===== src/rtl/nios2_oci_dct_trace_capture.sv =====
// rtl/nios2_oci_dct_trace_capture.sv - DCT trace frame capture FIFO with statistics and end-of-test FSM
//
// Purpose: captures {dct_buffer, dct_count} trace frames from the OCI trace packer into a
//   first-word-fall-through FIFO for a host-side reader, keeps running symbol/drop/error
//   statistics, and tracks end of test (RUN -> DRAIN -> DONE).
// Ports:
//   clk, reset_n                   clock, asynchronous active-low reset
//   dct_valid/dct_buffer/dct_count incoming trace frame
//   test_ending, test_has_ended    end-of-test controls
//   rd_ready -> rd_valid/rd_data/rd_count   FWFT read port (head entry)
//   fill_level                     entries held, 0..DEPTH
//   sym_total, drop_count          saturating statistics
//   overflow, count_err            sticky error flags
//   state, done, end_pulse         end-of-test status
module nios2_oci_dct_trace_capture #(
  parameter int DCT_W  = 30,
  parameter int SLOT_W = 2,
  parameter int CNT_W  = 4,
  parameter int DEPTH  = 16,
  parameter int ADDR_W = 4
) (
  input  logic              clk,
  input  logic              reset_n,
  input  logic              dct_valid,
  input  logic [DCT_W-1:0]  dct_buffer,
  input  logic [CNT_W-1:0]  dct_count,
  input  logic              test_ending,
  input  logic              test_has_ended,
  input  logic              rd_ready,
  output logic              rd_valid,
  output logic [DCT_W-1:0]  rd_data,
  output logic [CNT_W-1:0]  rd_count,
  output logic [ADDR_W:0]   fill_level,
  output logic [31:0]       sym_total,
  output logic [15:0]       drop_count,
  output logic              overflow,
  output logic              count_err,
  output logic [1:0]        state,
  output logic              done,
  output logic              end_pulse
);

  localparam int MAX_SYM = DCT_W / SLOT_W;
  localparam logic [CNT_W-1:0] MAX_CNT = CNT_W'(MAX_SYM);

  typedef enum logic [1:0] {
    S_RUN   = 2'd0,
    S_DRAIN = 2'd1,
    S_DONE  = 2'd2
  } state_t;

  state_t state_q, state_d;

  logic [DCT_W+CNT_W-1:0] mem [DEPTH];
  logic [ADDR_W:0]        wr_ptr, rd_ptr;
  logic                   empty, full, pop, qual, push, drop, too_many;
  logic [CNT_W-1:0]       store_cnt;
  logic [32:0]            sym_sum;
  logic [DCT_W+CNT_W-1:0] head;

  // Extra pointer bit distinguishes full from empty when the low bits match.
  assign empty      = (wr_ptr == rd_ptr);
  assign full       = (wr_ptr[ADDR_W] != rd_ptr[ADDR_W]) &&
                      (wr_ptr[ADDR_W-1:0] == rd_ptr[ADDR_W-1:0]);
  assign fill_level = wr_ptr - rd_ptr;

  assign rd_valid = !empty;
  assign pop      = rd_valid && rd_ready;
  assign head     = mem[rd_ptr[ADDR_W-1:0]];
  // Stale RAM contents are masked so the read port reads zero while empty.
  assign rd_data  = rd_valid ? head[DCT_W+CNT_W-1:CNT_W] : '0;
  assign rd_count = rd_valid ? head[CNT_W-1:0] : '0;

  // Zero-symbol frames never qualify, so they touch neither the FIFO nor the stats.
  assign qual      = dct_valid && (state_q == S_RUN) && (dct_count != '0);
  assign too_many  = dct_count > MAX_CNT;
  assign store_cnt = too_many ? MAX_CNT : dct_count;
  // When full, a same-cycle pop frees the head slot that this write lands in.
  assign push      = qual && (!full || pop);
  assign drop      = qual && full && !pop;
  assign sym_sum   = {1'b0, sym_total} + 33'(store_cnt);

  always_comb begin
    state_d = state_q;
    if (test_has_ended) begin
      state_d = S_DONE;
    end else begin
      case (state_q)
        S_RUN:   if (test_ending) state_d = S_DRAIN;
        S_DRAIN: if (empty) state_d = S_DONE;
        default: state_d = S_DONE;
      endcase
    end
  end

  always_ff @(posedge clk) begin
    if (push) mem[wr_ptr[ADDR_W-1:0]] <= {dct_buffer, store_cnt};
  end

  always_ff @(posedge clk or negedge reset_n) begin
    if (!reset_n) begin
      state_q    <= S_RUN;
      wr_ptr     <= '0;
      rd_ptr     <= '0;
      sym_total  <= '0;
      drop_count <= '0;
      overflow   <= 1'b0;
      count_err  <= 1'b0;
      end_pulse  <= 1'b0;
    end else begin
      state_q   <= state_d;
      end_pulse <= (state_d == S_DONE) && (state_q != S_DONE);
      if (push) begin
        wr_ptr    <= wr_ptr + 1'b1;
        sym_total <= sym_sum[32] ? 32'hFFFF_FFFF : sym_sum[31:0];
      end
      if (pop) rd_ptr <= rd_ptr + 1'b1;
      if (drop) begin
        overflow <= 1'b1;
        if (drop_count != 16'hFFFF) drop_count <= drop_count + 16'd1;
      end
      if (qual && too_many) count_err <= 1'b1;
    end
  end

  assign state = state_q;
  assign done  = (state_q == S_DONE);

endmodule


===== config.mk =====
export PLATFORM = sky130hd
export DESIGN_NAME = nios2_oci_dct_trace_capture
export DESIGN_NICKNAME = d
export VERILOG_FILES = /design/src/rtl/nios2_oci_dct_trace_capture.sv
export SDC_FILE = /design/constraint.sdc
export NUM_CORES = 1
export LEC_CHECK = 0
export CAP_MARGIN = 20
export CORE_MARGIN = 3
export CORE_UTILIZATION = 57
export DETAILED_ROUTE_END_ITERATION = 8
export GPL_TIMING_DRIVEN = 0
export PLACE_DENSITY_LB_ADDON = 0.1
export SLEW_MARGIN = 40
export SYNTH_ARGS = -nofsm -noshare
export SYNTH_HDL_FRONTEND = slang
export SYNTH_SLANG_ARGS = --single-unit
export TNS_END_PERCENT = 10

===== constraint.sdc =====
create_clock -name clk -period 7.3 [get_ports clk]
set_input_delay 1.46 -clock clk [delete_from_list [all_inputs] [get_ports clk]]
set_output_delay 1.46 -clock clk [all_outputs]
set_load 0.02 [all_outputs]

* Word level (Yosys, flattened, before mapping) *
Memories as Yosys holds them, arrays and structs flattened.
Cells that the tools add are included.

storage, ports and cells
  flip-flop bits (word level) = 63
  bits in latches = 0
  RAM bits = 544
  memory bits (read-only) = 0
  input port bits = 40
  output and inout bits = 94
  word-level logic and storage cells = 49
  memories = 1

memory list
  name  depth  width  read ports  clocked after Yosys merged registers in  write ports  line  source
  mem   16     34     1           0                                        1            54    logic [DCT_W+CNT_W-1:0] mem [DEPTH];

operators by class
  add/sub/neg operators = 5
  $mul = 0
  divide/modulo/power cells = 0
  magnitude comparators = 1
  equality and inequality tests = 8
  shift-type cells = 0
  multiplexer cells = 10
  bitwise operators = 0
  reductions and logical operators = 16

operators with widths
  kind                                                  number
  adder 32 x 4 -> 33 bit                                1
  2-to-1 mux 32 bit                                     1
  2-to-1 mux 30 bit                                     1
  adder 16 x 1 -> 16 bit, second input constant         1
  != test 16 bit, second input constant                 1
  adder 5 x 1 -> 5 bit, second input constant           2
  logical AND 1 bit                                     9
  2-to-1 mux 4 bit                                      2
  2-to-1 mux 2 bit                                      3
  equality test 5 bit                                   1
  subtractor 5 bit                                      1
  equality test 2 bit, second input constant            2
  equality test 4 bit                                   1
  greater-than comparator 4 bit, second input constant  1
  one-hot mux 2 bit (2 select lines)                    1
  nonzero test 4 bit                                    1
  zero test 1 bit                                       3
  equality test 2 x 1 -> 1 bit, second input constant   1
  zero test 2 bit                                       1
  2-to-1 mux 1 bit                                      2
  != test 2 bit, second input constant                  1
  AND reduction 2 bit                                   1
  logical OR 1 bit                                      1
  != test 1 bit                                         1

* Depth between registers and ports, before layout *
  word-level depth = 7
  depth in mapped cells = 11
  mapped depth without buffers = 7

* Worst setup path before layout *
No wires, ideal clock.

  path kind = input -> register
  from = input port dct_count[1]
  to = memory mem[12][0] (netlist name), enable pin
  setup time = 394 ps
  arrival = 3594 ps
  required time = 6906 ps
  setup slack = 3312 ps
  stages on the path = 6
  buffers on the path = 2
  path through = nor4_1 -> or3_1 -> buf_1 -> nor2_1 -> clkbuf_1 -> and4_1

on the way
  cells in the longest elaborated chain, start to end = 5

ends and longest elaborated chain
  element                                 line  source
  from (decl)                             26    input logic [CNT_W-1:0] dct_count,
  nonzero test 4 bit                      75    assign qual = dct_valid && (state_q == S_RUN) && (dct_count != '0);
  logical AND 1 bit                       75
  logical AND 1 bit                       79    assign push = qual && (!full || pop);
  2-to-1 mux 1 bit                        97    if (push) mem[wr_ptr[ADDR_W-1:0]] <= {dct_buffer, store_cnt};
  2-to-1 mux 1 bit (not written as such)  97
  to (decl)                               54

No other way between the ends.

* Worst setup path after layout *
  from = register rd_ptr[1]
  to = output port rd_data[22]

on the way
  cells in the longest elaborated chain, start to end = 2
  elaborated cells on any way between the ends = 3
  those cells by class = 1 x eq/ne; 1 x mux; 1 x memory

ends and longest elaborated chain
  element                                                             line  source
  from (decl)                                                         55    logic [ADDR_W:0] wr_ptr, rd_ptr;
  from (signal assigned)                                              117   if (pop) rd_ptr <= rd_ptr + 1'b1;
  memory (16 x 34 bit) / equality test 5 bit (equally long branches)  --
  2-to-1 mux 30 bit *                                                 71    assign rd_data = rd_valid ? head[DCT_W+CNT_W-1:CNT_W] : '0;
  to (decl)                                                           31    output logic [DCT_W-1:0] rd_data,

Every way passes the cells marked *; elsewhere a longest branch is shown, timed or not.

==> results_dict.tcl <==
set metrics [dict create \
    synth_edf_count 544 \
    avgSynthCellArea_um2 21.07 \
    skew_ns 0.01858 \
    root_buffer "clkbuf_16" \
    crit_required_ns 5.84 \
    ir_drop_v 0.0003009 \
    drv_slew 0 \
    postRouteAntennaNets 0 \
    drtIter0Drc 1032 \
    hp-class "flop to flop" \
    place.gp.congestion 0.8087 \
    cts_hold_buf 0 \
    synth_most_common_cell "edfxtp_1" \
    dp_hpwl_mm 31.96 \
    grt_max_degree 37 \
    path_common_cell "clkbuf_1" \
    relSlewSlack_pct 40.42 \
    slowest_delay_ns 0.69 \
    die-area_um2 44870 \
    crit_family "buffers and inverters" \
    post_cts_buffers 0 \
    syn-cell-area_um2 24150 \
    multi_input_area_um2 6007 \
    min_period_ns 6.569 \
    clock_path_buffers 3 \
    drcViolationCount 0 \
    leakage_nw 9.334 \
    numCtsBuffers 58 \
    cts_tree "done" \
    grtUsageTotal_pct 23.97 \
    num_io_pins 134 \
    yosysTopAreaCell "edfxtp_1" \
    rsz0062_at_grt "false" \
    ys_async_sr_fraction_pct 10.23 \
    crit_buf_inv 5 \
    syn_to_final_growth_pct 17.55 \
    dr.pass1.iters 5 \
    rows 74 \
    clkSinkCount 606 \
    vias 11990 \
    max_slew.worst_pin.slew_ns 0.8938 \
    wl_per_cell_um 27.07 \
    power_density_nw_per_um2 345.0 \
    core_um2 41290 \
    grt-ovfl-total 0 \
    seq_area_um2 17890 \
    netlist_instances 1146 \
    numPortBuffers 132 \
    grt_pass1_vias 12480 \
    path_class "flop to primary output" \
    yosysSeqAreaShare_pct 74.08 \
    die_x_um 211.8 \
    fillCellCount 2606 \
    vias_per_cell 6.204 \
    finalSetupTns_ns 0 \
    htreeDepth 2 \
    max-cap-violations 0 \
    yosysUniqueCellTypes 53 \
    clk_latency_ns 0.60 \
    clk_pin_slew_ns 0.06 \
    yosys-top-cells-area "edfxtp_1 68%, mux4_2 16%, dfrtp_1 6.4%" \
    path_cells "clkbuf_1 > clkbuf_1 > inv_1 > ha_1 > nand4_1 > nor2_2 > clkbuf_1 > nor2b_1 > clkdlybuf4s50_1" \
    cp_slowest_cell "clkbuf_1" \
    max_freq_mhz 152.2 \
    antenna_cells 0 \
    drive_above_1_share_pct 24.43 \
    antenna_found_initial 2 \
    synth_ff_type "edfxtp_1" \
    critPathMaxFanout 10 \
    nets 1411 \
    drt-total-wl_mm 52.30 \
    synthTopCellsByCount "544 x edfxtp_1, 170 x mux4_2, 62 x dfrtp_1" \
    hold_violations 0 \
    ys_seq_elements 606 \
    startpoint_type "flop" \
    status "finished, final reports clean" \
    ys.warnings.count 0 \
    finalSetupViolCount 0 \
    cp.arrival_ns 5.11 \
    place_worst_setup_slack_ns 1.297 \
    initial_utilization_pct 58.47 \
    end_kind "primary output" \
    syn_nets 1202 \
    finalCritPeriodShare_pct 89.99 \
    netlist.area_leader.share_pct 67.65 \
    die_h_um 211.8 \
    layout_setup_ws_ns 0.7309 \
    cts_resized 0 \
    grt_pass1_wl_mm 78.61 \
]
layer usage:
metal  GRT usage (%)  wire length [µm]  vias up
li1                -                 -     5162
met1           34.82             22280     6356
met2           38.64             25890      387
met3           4.401              3099       78
met4           6.166              1003        4
met5               0                21        -
final cells by class:
cell class | count | share of cell area (%)
flip-flops and latches | 606 | 63.02
multi-input cells | 471 | 21.16
clock buffers | 68 | 5.391
plain buffers | 56 | 0.9125
clock inverters | 37 | 1.146
inverters | 13 | 0.1719
repair buffers | 149 | 5.846
well taps | 532 | 2.345
final timing paths:
| kind | to | cells past startpoint | startpoint | slack [ns] |
|---|---|---|---|---|
| max in group asynchronous | drop_count[10] | 2 | reset_n | 5.98 |
| setup / recovery | rd_data[22] | 9 | rd_ptr[1] | 0.73 |
| hold reg to reg | overflow | 1 | overflow | 0.49 |
| setup reg to reg | mem[11][23] | 10 | rd_ptr[1] | 2.57 |
| min in group asynchronous | sym_total[19] | 1 | reset_n | 0.80 |
| hold / removal | overflow | 1 | overflow | 0.49 |
worst register-to-register path, stage by stage, from the launching register on:
cell and delay, ns:
dfrtp_1 0.51, clkbuf_1 0.60, clkbuf_1 0.70, inv_1 0.15, ha_1 0.33, nand4_1 0.23
nor3_2 0.15, clkbuf_1 0.27, nor4b_1 0.73, and2_4 0.50, buf_12 0.25
power breakdown:
part           total (mW)  switching (mW)  internal (mW)
combinational        3.04            1.51           1.53
clock                2.92            1.25           1.67
sequential           3.83          0.0315           3.80
total                9.79            2.79           7.01
sequential cells by signal, summed over array words and instances, names as in the netlist:
register / flops
end_pulse: 1
state: 2
rd_ptr: 5
overflow: 1
wr_ptr: 5
drop_count: 16
mem: 544
sym_total: 32
cell usage in the layout, fill, tap and decap left out, types with 28 or more instances in the layout:
| cell | Yosys | final |
|---|---|---|
| clkbuf_16 | 0 | 59 |
| nor2b_1 | 37 | 37 |
| mux4_2 | 170 | 170 |
| nand2_1 | 28 | 28 |
| edfxtp_1 | 544 | 544 |
| xnor2_1 | 29 | 29 |
| clkdlybuf4s50_1 | 0 | 131 |
| dfrtp_1 | 62 | 62 |
| clkbuf_1 | 31 | 36 |
kinds of logic (layout without fill, tap and decap cells):
logic type	after synthesis	count (layout)	synth area share, %
other	1	1	0.01553
buffers and inverters	69	323	1.244
flip-flops	606	606	74.08
AND/OR/NAND/NOR	188	188	4.798
multiplexers	184	184	16.51
AO/OA/AOI/OAI	48	48	1.228
XOR/XNOR	34	34	1.233
adder cells (fa/ha/maj)	16	16	0.8913
through the flow:
stage	hold slack, ns	power [mW]	area [µm²]	std cells	util (%)
2_1_floorplan	0.4977	5.861	24150	1146	-
3_3_place_gp	0.4589	6.952	26130	1810	63.28
3_5_place_dp	0.4703	6.977	26530	1827	64.24
4_1_cts	0.4845	9.892	28380	1932	68.73
5_1_grt	0.5103	10.19	28380	1932	68.73
6_report	0.4857	9.791	28380	1932	68.73
(Power assumes the default switching activity.)
